$ cat config.mk
export PLATFORM = sky130hd
export DESIGN_NAME = fetch_unit
export DESIGN_NICKNAME = d
export VERILOG_FILES = /design/src/rtl/fetch_unit.sv
export SDC_FILE = /design/constraint.sdc
export NUM_CORES = 1
export LEC_CHECK = 0
export BUFFER_PORTS_ARGS = -buffer_cell sky130_fd_sc_hd__buf_2
export CAP_MARGIN = 20
export CORE_MARGIN = 3
export CORE_UTILIZATION = 50
export DETAILED_ROUTE_END_ITERATION = 10
export GPL_TIMING_DRIVEN = 0
export HOLD_SLACK_MARGIN = 0.15
export PLACE_DENSITY = 0.83
export SETUP_SLACK_MARGIN = 0.02
export SKIP_CTS_REPAIR_TIMING = 1
export SLEW_MARGIN = 15
export SYNTH_ARGS = -nofsm -noshare
export SYNTH_HDL_FRONTEND = slang
export SYNTH_SLANG_ARGS = --single-unit
$ cat constraint.sdc
create_clock -name clk -period 2.5 [get_ports clk]
set_input_delay 0.375 -clock clk [delete_from_list [all_inputs] [get_ports clk]]
set_output_delay 0.375 -clock clk [all_outputs]
set_load 0.03 [all_outputs]
$ cat src/rtl/fetch_unit.sv
// Instruction-fetch stage: drives the word PC to a synchronous-read ROM, re-aligns
// returned words with their PC and presents them to decode through IF/ID registers.
module fetch_unit #(
    parameter int            AW       = 10,
    parameter int            DW       = 32,
    parameter logic [AW-1:0] RESET_PC = '0
) (
    input  logic          clk,
    input  logic          rst,
    output logic [AW-1:0] imem_addr,
    input  logic [DW-1:0] imem_data,
    input  logic          stall,
    input  logic          redirect_valid,
    input  logic [AW-1:0] redirect_addr,
    output logic [DW-1:0] if_instr,
    output logic [AW-1:0] if_pc,
    output logic          if_valid
);

    logic [AW-1:0] fetch_pc;
    logic          f2_valid;
    logic [AW-1:0] f2_pc;
    logic          skid_valid;
    logic [DW-1:0] skid_instr;
    logic [AW-1:0] skid_pc;

    assign imem_addr = fetch_pc;

    always_ff @(posedge clk) begin
        if (rst) begin
            fetch_pc   <= RESET_PC;
            f2_valid   <= 1'b0;
            f2_pc      <= '0;
            skid_valid <= 1'b0;
            skid_instr <= '0;
            skid_pc    <= '0;
            if_valid   <= 1'b0;
            if_instr   <= '0;
            if_pc      <= '0;
        end else if (redirect_valid) begin
            fetch_pc   <= redirect_addr;
            f2_valid   <= 1'b0;
            skid_valid <= 1'b0;
            if_valid   <= 1'b0;
            if_instr   <= '0;
            if_pc      <= '0;
        end else if (stall) begin
            // The ROM re-reads fetch_pc each stall cycle, so once the in-flight
            // word is parked in the skid the F2 tag can point at fetch_pc.
            // An empty in-flight slot stays empty, otherwise fetch_pc would be
            // tagged as in flight without having advanced and be delivered twice.
            if (f2_valid && !skid_valid) begin
                skid_valid <= 1'b1;
                skid_instr <= imem_data;
                skid_pc    <= f2_pc;
            end
            if (f2_valid) begin
                f2_pc <= fetch_pc;
            end
        end else begin
            if (skid_valid) begin
                if_valid   <= 1'b1;
                if_instr   <= skid_instr;
                if_pc      <= skid_pc;
                skid_valid <= 1'b0;
            end else if (f2_valid) begin
                if_valid <= 1'b1;
                if_instr <= imem_data;
                if_pc    <= f2_pc;
            end else begin
                if_valid <= 1'b0;
                if_instr <= '0;
                if_pc    <= '0;
            end
            f2_valid <= 1'b1;
            f2_pc    <= fetch_pc;
            fetch_pc <= fetch_pc + 1'b1;
        end
    end

endmodule
; ---- Word-level counts from Yosys, hierarchy flattened
; Cells that the tools add are included.
[totals]
register_bits = 107
input_bits = 46
output_inout_bits = 53
wordCells = 30
[classes]
addsub = 1
eq_ne = 2
mux = 10
bitwise_logic = 2
n_reduce_logical = 6
[op_table]
columns = op, n
row1 = $mux 32, 2
row2 = $mux 10, 6
row3 = $add 10x1->10 const B, 1
row4 = $ne 2x1->1 const B, 2
row5 = $reduce_and 3->1, 1
row6 = $reduce_or 3->1, 1
row7 = $mux 1, 2
row8 = $not 1->1, 2
row9 = $reduce_and 2->1, 1
row10 = $reduce_or 2->1, 1
row11 = $logic_and 1x1->1, 1
row12 = $logic_not 1->1, 1

; ---- Logic depth before layout (Yosys ltp)
; Gate-level depths: netlist of run 1.
[depth]
word_depth = 3
mapped_depth = 6
depth_no_buf = 4

; ---- Worst setup path before layout of run 1
; OpenSTA, ideal clock, no wires.
[synth_path]
path_type = register to register
start = reg fetch_pc[2], in the netlist imem_addr[2]
end = reg fetch_pc[9], in the netlist imem_addr[9]
setup_ns = 0.127
arrival_ns = 1.480
required_ns = 2.373
setup_slack_ns = 0.893
path_stages_with_launch = 4
n_path_buf = 0
synth_period_minus_slack_ns = 1.607
path_cell_list = dfxtp_1 -> nand4_4 -> o311a_1 -> or3_1
[synth_via]
elab_chain_cells = 3
[synth_rtl]
columns = item, line
row1 = start: declaration, 20  ; logic [AW-1:0] fetch_pc;
row2 = start signal: assignment, 41  ; fetch_pc <= redirect_addr;
row3 = start signal: assignment, 77  ; fetch_pc <= fetch_pc + 1'b1;
row4 = $add 10x1->10, 77
row5 = $mux 10, 47  ; end else if (stall) begin
row6 = $mux 10, 40  ; end else if (redirect_valid) begin
; Every way passes these cells. The select of a mux whose other input is x is not followed.
; A chain may end at the register's enable or synchronous reset.

; ---- Worst setup path after layout of run 1
[layout_path]
start = reg skid_valid
end = reg if_instr[1]
[layout_via]
elab_chain_cells = 1
[layout_rtl]
columns = item, line
row1 = start: declaration, 23  ; logic skid_valid;
row2 = start signal: assignment, 34  ; skid_valid <= 1'b0;
row3 = start signal: assignment, 43  ; skid_valid <= 1'b0;
row4 = start signal: assignment, 53  ; skid_valid <= 1'b1;
row5 = $mux 32, 61  ; if (skid_valid) begin
row6 = end signal: assignment, 63  ; if_instr <= skid_instr;
row7 = end signal: assignment, 68  ; if_instr <= imem_data;
row8 = end: declaration, 15  ; output logic [DW-1:0] if_instr,
; Every way passes these cells.

==> results of run 1 <==
[layout make-up]
type / count / share of cell area
flip-flops and latches: 107 / 0.414
clock buffers: 9 / 0.0239
multi-input cells: 352 / 0.384
clock inverters: 7 / 0.0162
repair buffers: 98 / 0.0948
diodes: 1 / 0.000484
well taps: 105 / 0.0254
plain buffers: 49 / 0.0404
inverters: 1 / 0.000725
[state kept, by name, indices dropped and copies added (netlist names)]
| signal | cells |
|---|---|
| if_instr | 32 |
| if_valid | 1 |
| skid_instr | 32 |
| f2_pc | 10 |
| if_pc | 10 |
| skid_pc | 10 |
| imem_addr | 10 |
| f2_valid | 1 |
| skid_valid | 1 |
[where the power goes]
group / switching [mW] / internal (mW) / total, mW
Sequential: 0.0438 / 1.75 / 1.80
Clock: 0.618 / 0.481 / 1.10
Combinational: 0.249 / 0.138 / 0.387
Total: 0.911 / 2.37 / 3.28
[metal layers]
layer	vias to the layer above	routed length [um]	share of wire	GRT usage
li1	2027	-	-	-
met1	1962	4910	0.44	0.299
met2	182	5310	0.47	0.364
met3	23	861	0.076	0.0428
met4	0	189	0.017	0.0798
met5	-	0	0	0
[cells in the final DEF, fill, tap and decap left out, drive strengths merged, types with 2 or more instances in the layout]
master,instances
nor3,45
inv,4
nand2b,2
nand4b,3
clkinv,2
xnor2,2
a211oi,3
a221oi,42
o21ai,11
a21oi,55
o211ai,4
nor2,8
dfxtp,107
and2,2
buf,115
xor2,2
clkbuf,41
or4,3
nor2b,48
a31oi,2
nand2,91
nand3,14
or3,2
[worst paths after layout]
check / depth (start not counted) / slack, ns / from / endpoint
worst max-delay path: 4 / 0.84 / skid_valid / if_instr[1]
worst min-delay path: 3 / 0.24 / imem_data[12] / skid_instr[12]
worst max register to register: 4 / 0.84 / skid_valid / if_instr[1]
worst min register to register: 2 / 0.46 / skid_instr[19] / skid_instr[19]
[worst reg2reg max path, cell delays in order (launching register included)]
cell	delay (ns)
sky130_fd_sc_hd__dfxtp_1	0.39
sky130_fd_sc_hd__clkbuf_1	0.39
sky130_fd_sc_hd__clkbuf_1	0.42
sky130_fd_sc_hd__a221oi_1	0.20
sky130_fd_sc_hd__nor3_1	0.18
[per-stage QoR]
step	util	total power, mW	area [sq um]
floorplan	-	2.08	4340
global placement	0.595	2.21	4960
detailed placement	0.595	2.22	4960
CTS	0.620	3.29	5170
global route	0.620	3.40	5170
finish	0.620	3.28	5170
[logic make-up (layout without fill, tap and decap cells)]
logic type,count (synthesis),in the layout,share of synthesized area
AOI/OAI and AO/OA,121,121,0.184
other,0,1,0
DFF,107,107,0.493
adders and majority gates,1,1,0.00288
muxes,1,1,0.00259
xor gates and xnor gates,4,4,0.00807
buffers and inverters,50,164,0.0490
and+or+nand+nor,225,225,0.260
==> summary by stage, run 1 <==
Run status
The flow ran to the end, and the final reports show no timing, DRC or antenna violations.

Setup path
Data on the critical path is required at its endpoint by 2.78 ns. The cell with the largest stage delay on the worst path is sky130_fd_sc_hd__clkbuf_1. The type of destination of the critical path is a flip-flop. The largest single stage delay on the critical path is 0.42 ns.

The startpoint-to-endpoint class of the critical path is reg2reg. The critical-path maximum fanout is 10. The type of element launching the critical path is a flip-flop.

The arrival time at the worst endpoint is 1.94 ns. The buffering stage count on the worst path with inverters included is 2. The family with the most delay on the worst path is buffers and inverters. The critical path goes through clkbuf_1, clkbuf_1, a221oi_1, nor3_1.

In this design, the critical path's most frequently occurring cell is sky130_fd_sc_hd__clkbuf_1.

Detailed routing
The total wire length is 11.3 mm. Using the TritonRoute via totals, the vias-per-cell ratio works out to 5.75. For this run, design rule violations remaining after detail routing come to 0. For this run, the detailed router's first-pass iteration total came to 5.

After detailed routing, the average wire length per cell comes to 15.5 um. The total vias in the final route is 4194. After the first detailed-routing iteration, the DRC count stood at 371. In this run the remaining antenna-violating nets after routing total 0.

GRT
The first global-routing pass estimated 18.2 mm of wire. The number of antenna violations at the first check in global routing is 0. Across every metal layer, demand over resource in global routing totals 0.224. The total overflow left after global routing is 0. The number of global-route vias before repair was 3876.

The pin count of the biggest net entering global routing is 20.

Placement
Buffers placed on the I/O ports in this run total 98. Counting tap cells, the placed design contains a total of 712 instances. Routability-driven placement finished with a final weighted congestion of 0.859.

The setup slack after placement is 0.627 ns. The estimated wirelength of the detail-placed design is 8.10 mm.

Layout
The share of final-layout standard cells stronger than drive strength 1 is 0.209. The number of nets in the layout is 665. Registers take 0.00214 sq mm.

Excluding fillers, the count of instances in the completed layout stands at 729. The filler cells instantiated in the layout total 751. In the final layout, the multi-input gates occupy 0.00199 sq mm.

The area growth from synthesis to layout is 19.2%.

Timing
Setup violations remaining at the end of the flow were counted as 0. The final worst slack is 0.841 ns. Setup repair after global routing left no endpoint under its margin. The count of final max-slew check failures was 0. Measured against its own limit, the worst slew margin works out to 0.619. Across all hold checks on the routed design, the worst slack comes to 0.244 ns. The number of hold violations in the final report was 0. The minimum clock period after layout is 1.66 ns. The post-route setup TNS is 0 ns. For the pin with the worst max-slew slack, the measured transition is 0.572 ns. The ratio of final minimum period to clock period is 0.663. For the final database, setup skew stands at 0.0113 ns.

The top achievable clock speed is 603 MHz.

Yosys
The number of register bits inferred by synthesis is 107. The share of the Yosys chip area taken by registers is 0.493. The gate count of the mapped netlist is 509.

sky130_fd_sc_hd__dfxtp_1 is the most common cell in the netlist. For this run, the number of Yosys warnings is 0. The number of nets produced by synthesis is 556. Dividing the synthesized area by the synthesized cell count gives 8.53 sq um. The most used flip-flop cell after synthesis is sky130_fd_sc_hd__dfxtp_1. The synthesized cell area is 0.00434 sq mm.

Counting flops with an async set or reset pin after synthesis yields a share of 0. Counting instances in the post-synthesis netlist gives the leading cell types as 107 x sky130_fd_sc_hd__dfxtp_1, 91 x sky130_fd_sc_hd__nand2_1, 55 x sky130_fd_sc_hd__a21oi_1, 48 x sky130_fd_sc_hd__nor2b_1, 45 x sky130_fd_sc_hd__nor3_1. In the post-synthesis netlist, the biggest area contributors are sky130_fd_sc_hd__dfxtp_1 49%, sky130_fd_sc_hd__a221oi_1 8.5%, sky130_fd_sc_hd__nand2_1 7.9%. The count of cell types in the netlist is 38. The share of synthesized area in the top cell type comes to 0.493. The count of flip-flops with a built-in enable after synthesis is 0.

sky130_fd_sc_hd__dfxtp_1 takes more of the synthesized area than any other cell.

Die
The region available for standard cell placement spans 0.00834 sq mm. The horizontal die dimension is 99.2 um. The count of standard-cell rows is 33. The die footprint is 0.00984 sq mm. The height of the die is 99.2 um. During I/O placement, the number of pins put on the boundary was 99.

The initial core utilization is 0.521.

Clock tree
In this run the deepest clock path goes through 2 buffers. The root buffer cell is sky130_fd_sc_hd__clkbuf_8. The worst-skew pair later-pin latency is 0.37 ns.

TritonCTS created 9 clock buffers. The clock edge transition at the registers on the reported setup and hold paths is 0.11 ns. The number of H-tree levels is 3. The tree built by TritonCTS fans out to 107 sinks. TritonCTS built the clock tree.

Pwr
The cell leakage power is 2.00 nW. Power spread over the standard cell area amounts to 634 mW/mm^2. The maximum vdd drop is 0.334 mV.

Run
Across the run, the number of max-cap violations was 0.

Min path
The classification of the worst-slack hold path is in2reg.
(Power assumes the default switching activity.)
==> inputs of run 2 (changes only) <==
--- a/config.mk
+++ b/config.mk
@@ -5,10 +5,11 @@
 export SDC_FILE = /design/constraint.sdc
 export NUM_CORES = 1
 export LEC_CHECK = 0
+export ABC_AREA = 1
 export BUFFER_PORTS_ARGS = -buffer_cell sky130_fd_sc_hd__buf_2
 export CAP_MARGIN = 20
 export CORE_MARGIN = 3
-export CORE_UTILIZATION = 50
+export CORE_UTILIZATION = 48
 export DETAILED_ROUTE_END_ITERATION = 10
 export GPL_TIMING_DRIVEN = 0
 export HOLD_SLACK_MARGIN = 0.15
==> constraint.sdc (replaced) <==
create_clock -name clk -period 1.35 [get_ports clk]
set_input_delay 0.2025 -clock clk [delete_from_list [all_inputs] [get_ports clk]]
set_output_delay 0.2025 -clock clk [all_outputs]
set_load 0.03 [all_outputs]
==> run 2 against run 1 <==
Effect of this change:
- worst setup slack lost 0.82 ns
- power grew 85%
- clock power grew 74%
- register-to-register slack lost 0.82 ns
- synthesized cell count grew 12%
- utilization grew 2.8 points
- via count grew 7.1%
- count of clock-buffer cells in the layout grew 1
- die area grew 2.7%
- sequential share of layout area shrank 2.2 points
- critical path type unchanged
- critical endpoint is now skid_instr[24]
- largest power group unchanged
==> summary by stage, run 2 <==
Placement
The estimated wirelength of the detail-placed design is 8.23 mm (+1.6%). The setup slack after placement is -0.0914 ns (-0.719 ns). The final weighted congestion of routability-driven global placement was 0.849 (-1.2%). The number of cells after detailed placement is 773 (+8.6%). The count of input and output buffers came to 97 (-1.0%).

Pwr
The power density over the cells came to 1110 mW/mm^2 (+74%). The cell leakage power is 2.33 nW (+16%). The maximum vdd drop came to 0.726 mV (+120%).

Yosys
In the synthesized netlist, the cells that appear most often are 113 x sky130_fd_sc_hd__a21oi_1, 107 x sky130_fd_sc_hd__dfxtp_1, 97 x sky130_fd_sc_hd__nand2_1, 77 x sky130_fd_sc_hd__o21ai_0, 71 x sky130_fd_sc_hd__nor2_1. Sorting the synthesized cells by area gives the leading types as sky130_fd_sc_hd__dfxtp_1 50%, sky130_fd_sc_hd__a21oi_1 13%, sky130_fd_sc_hd__o21ai_0 9.0%. The synthesized cell area is 0.00429 sq mm (-1.2%).

The share of the synthesized area in the top cell type came to 0.499 (+0.00604). The count of cell types in the netlist is 23 (-39%). The Yosys warning count is 0 (unchanged).

The gate count of the mapped netlist came to 571 (+12%). The number of nets produced by synthesis is 618 (+11%). The number of register bits inferred by synthesis is 107 (unchanged). The most frequent cell after synthesis is sky130_fd_sc_hd__a21oi_1. The async set-reset flop share out of synthesis was 0 (unchanged).

The count of flip-flops with a built-in enable after synthesis is 0 (unchanged). The average cell area after synthesis is 7.51 sq um (-12%). The share of the yosys chip area belonging to registers is 0.499 (+0.00604). The synthesized design spends more area on one cell type than any other, namely sky130_fd_sc_hd__dfxtp_1. The most used flip-flop cell after synthesis is sky130_fd_sc_hd__dfxtp_1.

Timing
The final worst slack is 0.0202 ns (-0.821 ns). The ratio of final minimum period to clock period is 0.985 (+0.322). The setup violation total in the final timing report is 0 (unchanged).

The worst clock skew is 0.0120 ns (+0.000646 ns). The transition time of the tightest slew-check pin came to 0.528 ns (-0.0438 ns). The count of final max-slew check failures is 0 (unchanged). The post-route setup TNS came to 0 ns (unchanged). The number of hold violations in the final report is 0 (unchanged). The minimum clock period after layout is 1.33 ns (-0.329 ns).

The max-slew headroom at the worst pin was 0.648 (+0.0292). The top achievable clock speed is 752 MHz (+25%).

Layout
The largest registers in the layout are if_instr (32), skid_instr (32). The number of nets in the layout is 760 (+14%). The count of fill cells added during filler insertion is 721 (-4.0%).

The top cell types in the final layout, fill and taps aside, are 113 x sky130_fd_sc_hd__a21oi_1, 103 x sky130_fd_sc_hd__dfxtp_1, 101 x sky130_fd_sc_hd__buf_2. Compared with the post-synthesis result, the final layout area differs by 27.9%. The share of final-layout standard cells stronger than drive strength 1 is 0.208 (-0.00115).

The area occupied by multi-input gates is 0.00185 sq mm (-7.1%). The final non-filler cell total was 823 (+13%). The antenna diode count is 0 (-1). The register cell area after layout is 0.00215 sq mm (+0.35%). The library cell used most frequently in the layout, excluding fill and tap cells, is sky130_fd_sc_hd__a21oi_1.

Die
The height of the die is 101 um (+1.4%). The count of standard-cell rows was 33 (unchanged). The boundary pin count is 99 (unchanged). The horizontal die dimension is 101 um (+1.4%).

The initial core utilization came to 0.507 (-0.0138). The die footprint is 0.0101 sq mm (+2.7%). The area of the core region was 0.00846 sq mm (+1.5%).

Clock tree
The number of buffers on the longest clock path was 2 (unchanged). The number of clock sinks is 107 (unchanged). The number of H-tree levels is 3 (unchanged). The clock edge transition at the registers on the reported setup and hold paths is 0.10 ns (about the same). The root buffer cell chosen for the clock tree is sky130_fd_sc_hd__clkbuf_8. TritonCTS built the clock tree. The total CTS buffers came to 9 (unchanged). The worst-skew pair later-pin latency is 0.39 ns (+0.02 ns).

GRT
The remaining global-route overflow came to 0 (unchanged). The first-pass GRT wire length was 19.1 mm (+5.2%). The pin count of the biggest net entering global routing is 20 (unchanged). The global-route usage over all layers came to 0.235 (+0.0103). The number of global-route vias before repair is 4029 (+3.9%).

The number of antenna violations at the first check in global routing is 0 (unchanged).

Detailed routing
The remaining antenna violation count came to 0 (unchanged). The total vias in the final route is 4491 (+7.1%). The average vias per placed instance came to 5.46 (-5.1%).

The total wire length was 12.2 mm (+8.5%). The violation count after the first detailed-routing iteration is 303 (-18%). The number of detailed-routing iterations run before antenna repair was 7 (+2). The total DRC errors in the routed layout was 0 (unchanged). The per-cell routed wire length came to 14.9 um (-3.9%).

Setup path
The worst endpoint required time is 1.63 ns (-1.15 ns). The critical path is of the reg2reg type. The arrival time at the worst endpoint came to 1.61 ns (-0.33 ns). The worst setup path is launched from a flip-flop.

The type of destination of the critical path is a flip-flop. The critical-path maximum fanout is 10 (unchanged).

Min path
The path class of the tightest hold or removal check is in2reg.

Run
The max-capacitance violation count is 0 (unchanged).

Run status
The run finished with clean final reports.
-- run 2: worst max-delay path, stage by stage, from the launching register on --
cell	delay [ns]
sky130_fd_sc_hd__dfxtp_4	0.39
sky130_fd_sc_hd__inv_2	0.05
sky130_fd_sc_hd__nor2_4	0.19
sky130_fd_sc_hd__nand2_4	0.13
sky130_fd_sc_hd__buf_4	0.20
sky130_fd_sc_hd__o21ai_0	0.20
sky130_fd_sc_hd__nor2_1	0.06
-- run 2: logic make-up (layout without fill, tap and decap cells) --
| family | after synthesis | after routing | synth area share |
|---|---|---|---|
| compound gates | 207 | 207 | 0.246 |
| xor+xnor | 2 | 2 | 0.00408 |
| fa+ha+maj | 1 | 1 | 0.00292 |
| buf+inv | 68 | 215 | 0.0738 |
| flops | 107 | 107 | 0.499 |
| simple gates | 186 | 186 | 0.174 |
-- run 2: final timing paths --
path	startpoint	endpoint	slack [ns]	cells past startpoint
worst max-delay path	f2_valid	skid_instr[24]	0.02	6
worst min-delay path	redirect_addr[1]	imem_addr[1]	0.12	5
worst max register to register	f2_valid	skid_instr[24]	0.02	6
worst min register to register	skid_instr[18]	skid_instr[18]	0.48	2
-- run 2: where the power goes --
part | total (mW) | leakage (nW) | switching [mW] | internal [mW]
logic | 0.812 | 1.36 | 0.507 | 0.305
registers | 3.34 | 0.873 | 0.0785 | 3.27
clock network | 1.91 | 0.0913 | 1.20 | 0.715
total | 6.07 | 2.33 | 1.78 | 4.29
-- run 2: layout make-up --
class | count | area share
sequential | 107 | 0.392
multi-input combinational | 396 | 0.336
timing repair buffer | 133 | 0.153
buffer | 38 | 0.0417
tap | 105 | 0.0239
clock buffer | 10 | 0.0233
inverter | 28 | 0.0201
clock inverter | 6 | 0.0103
-- run 2: metal layers --
metal / global-route usage / wire [um] / vias up
li1: - / - / 2176
met1: 0.304 / 5240 / 2097
met4: 0.0922 / 268 / 0
met2: 0.388 / 5870 / 191
met3: 0.0415 / 852 / 27
met5: 0 / 0 / -
-- run 2: metrics by stage --
step	power (mW)	area, sq um	hold WS (ns)	utilization
finish	6.07	5490	0.119	0.648
CTS	5.99	5090	0.0445	0.602
global placement	4.10	4910	0.452	0.580
global route	6.30	5490	0.150	0.648
detailed placement	4.13	4910	0.457	0.580
floorplan	3.86	4290	0.272	-
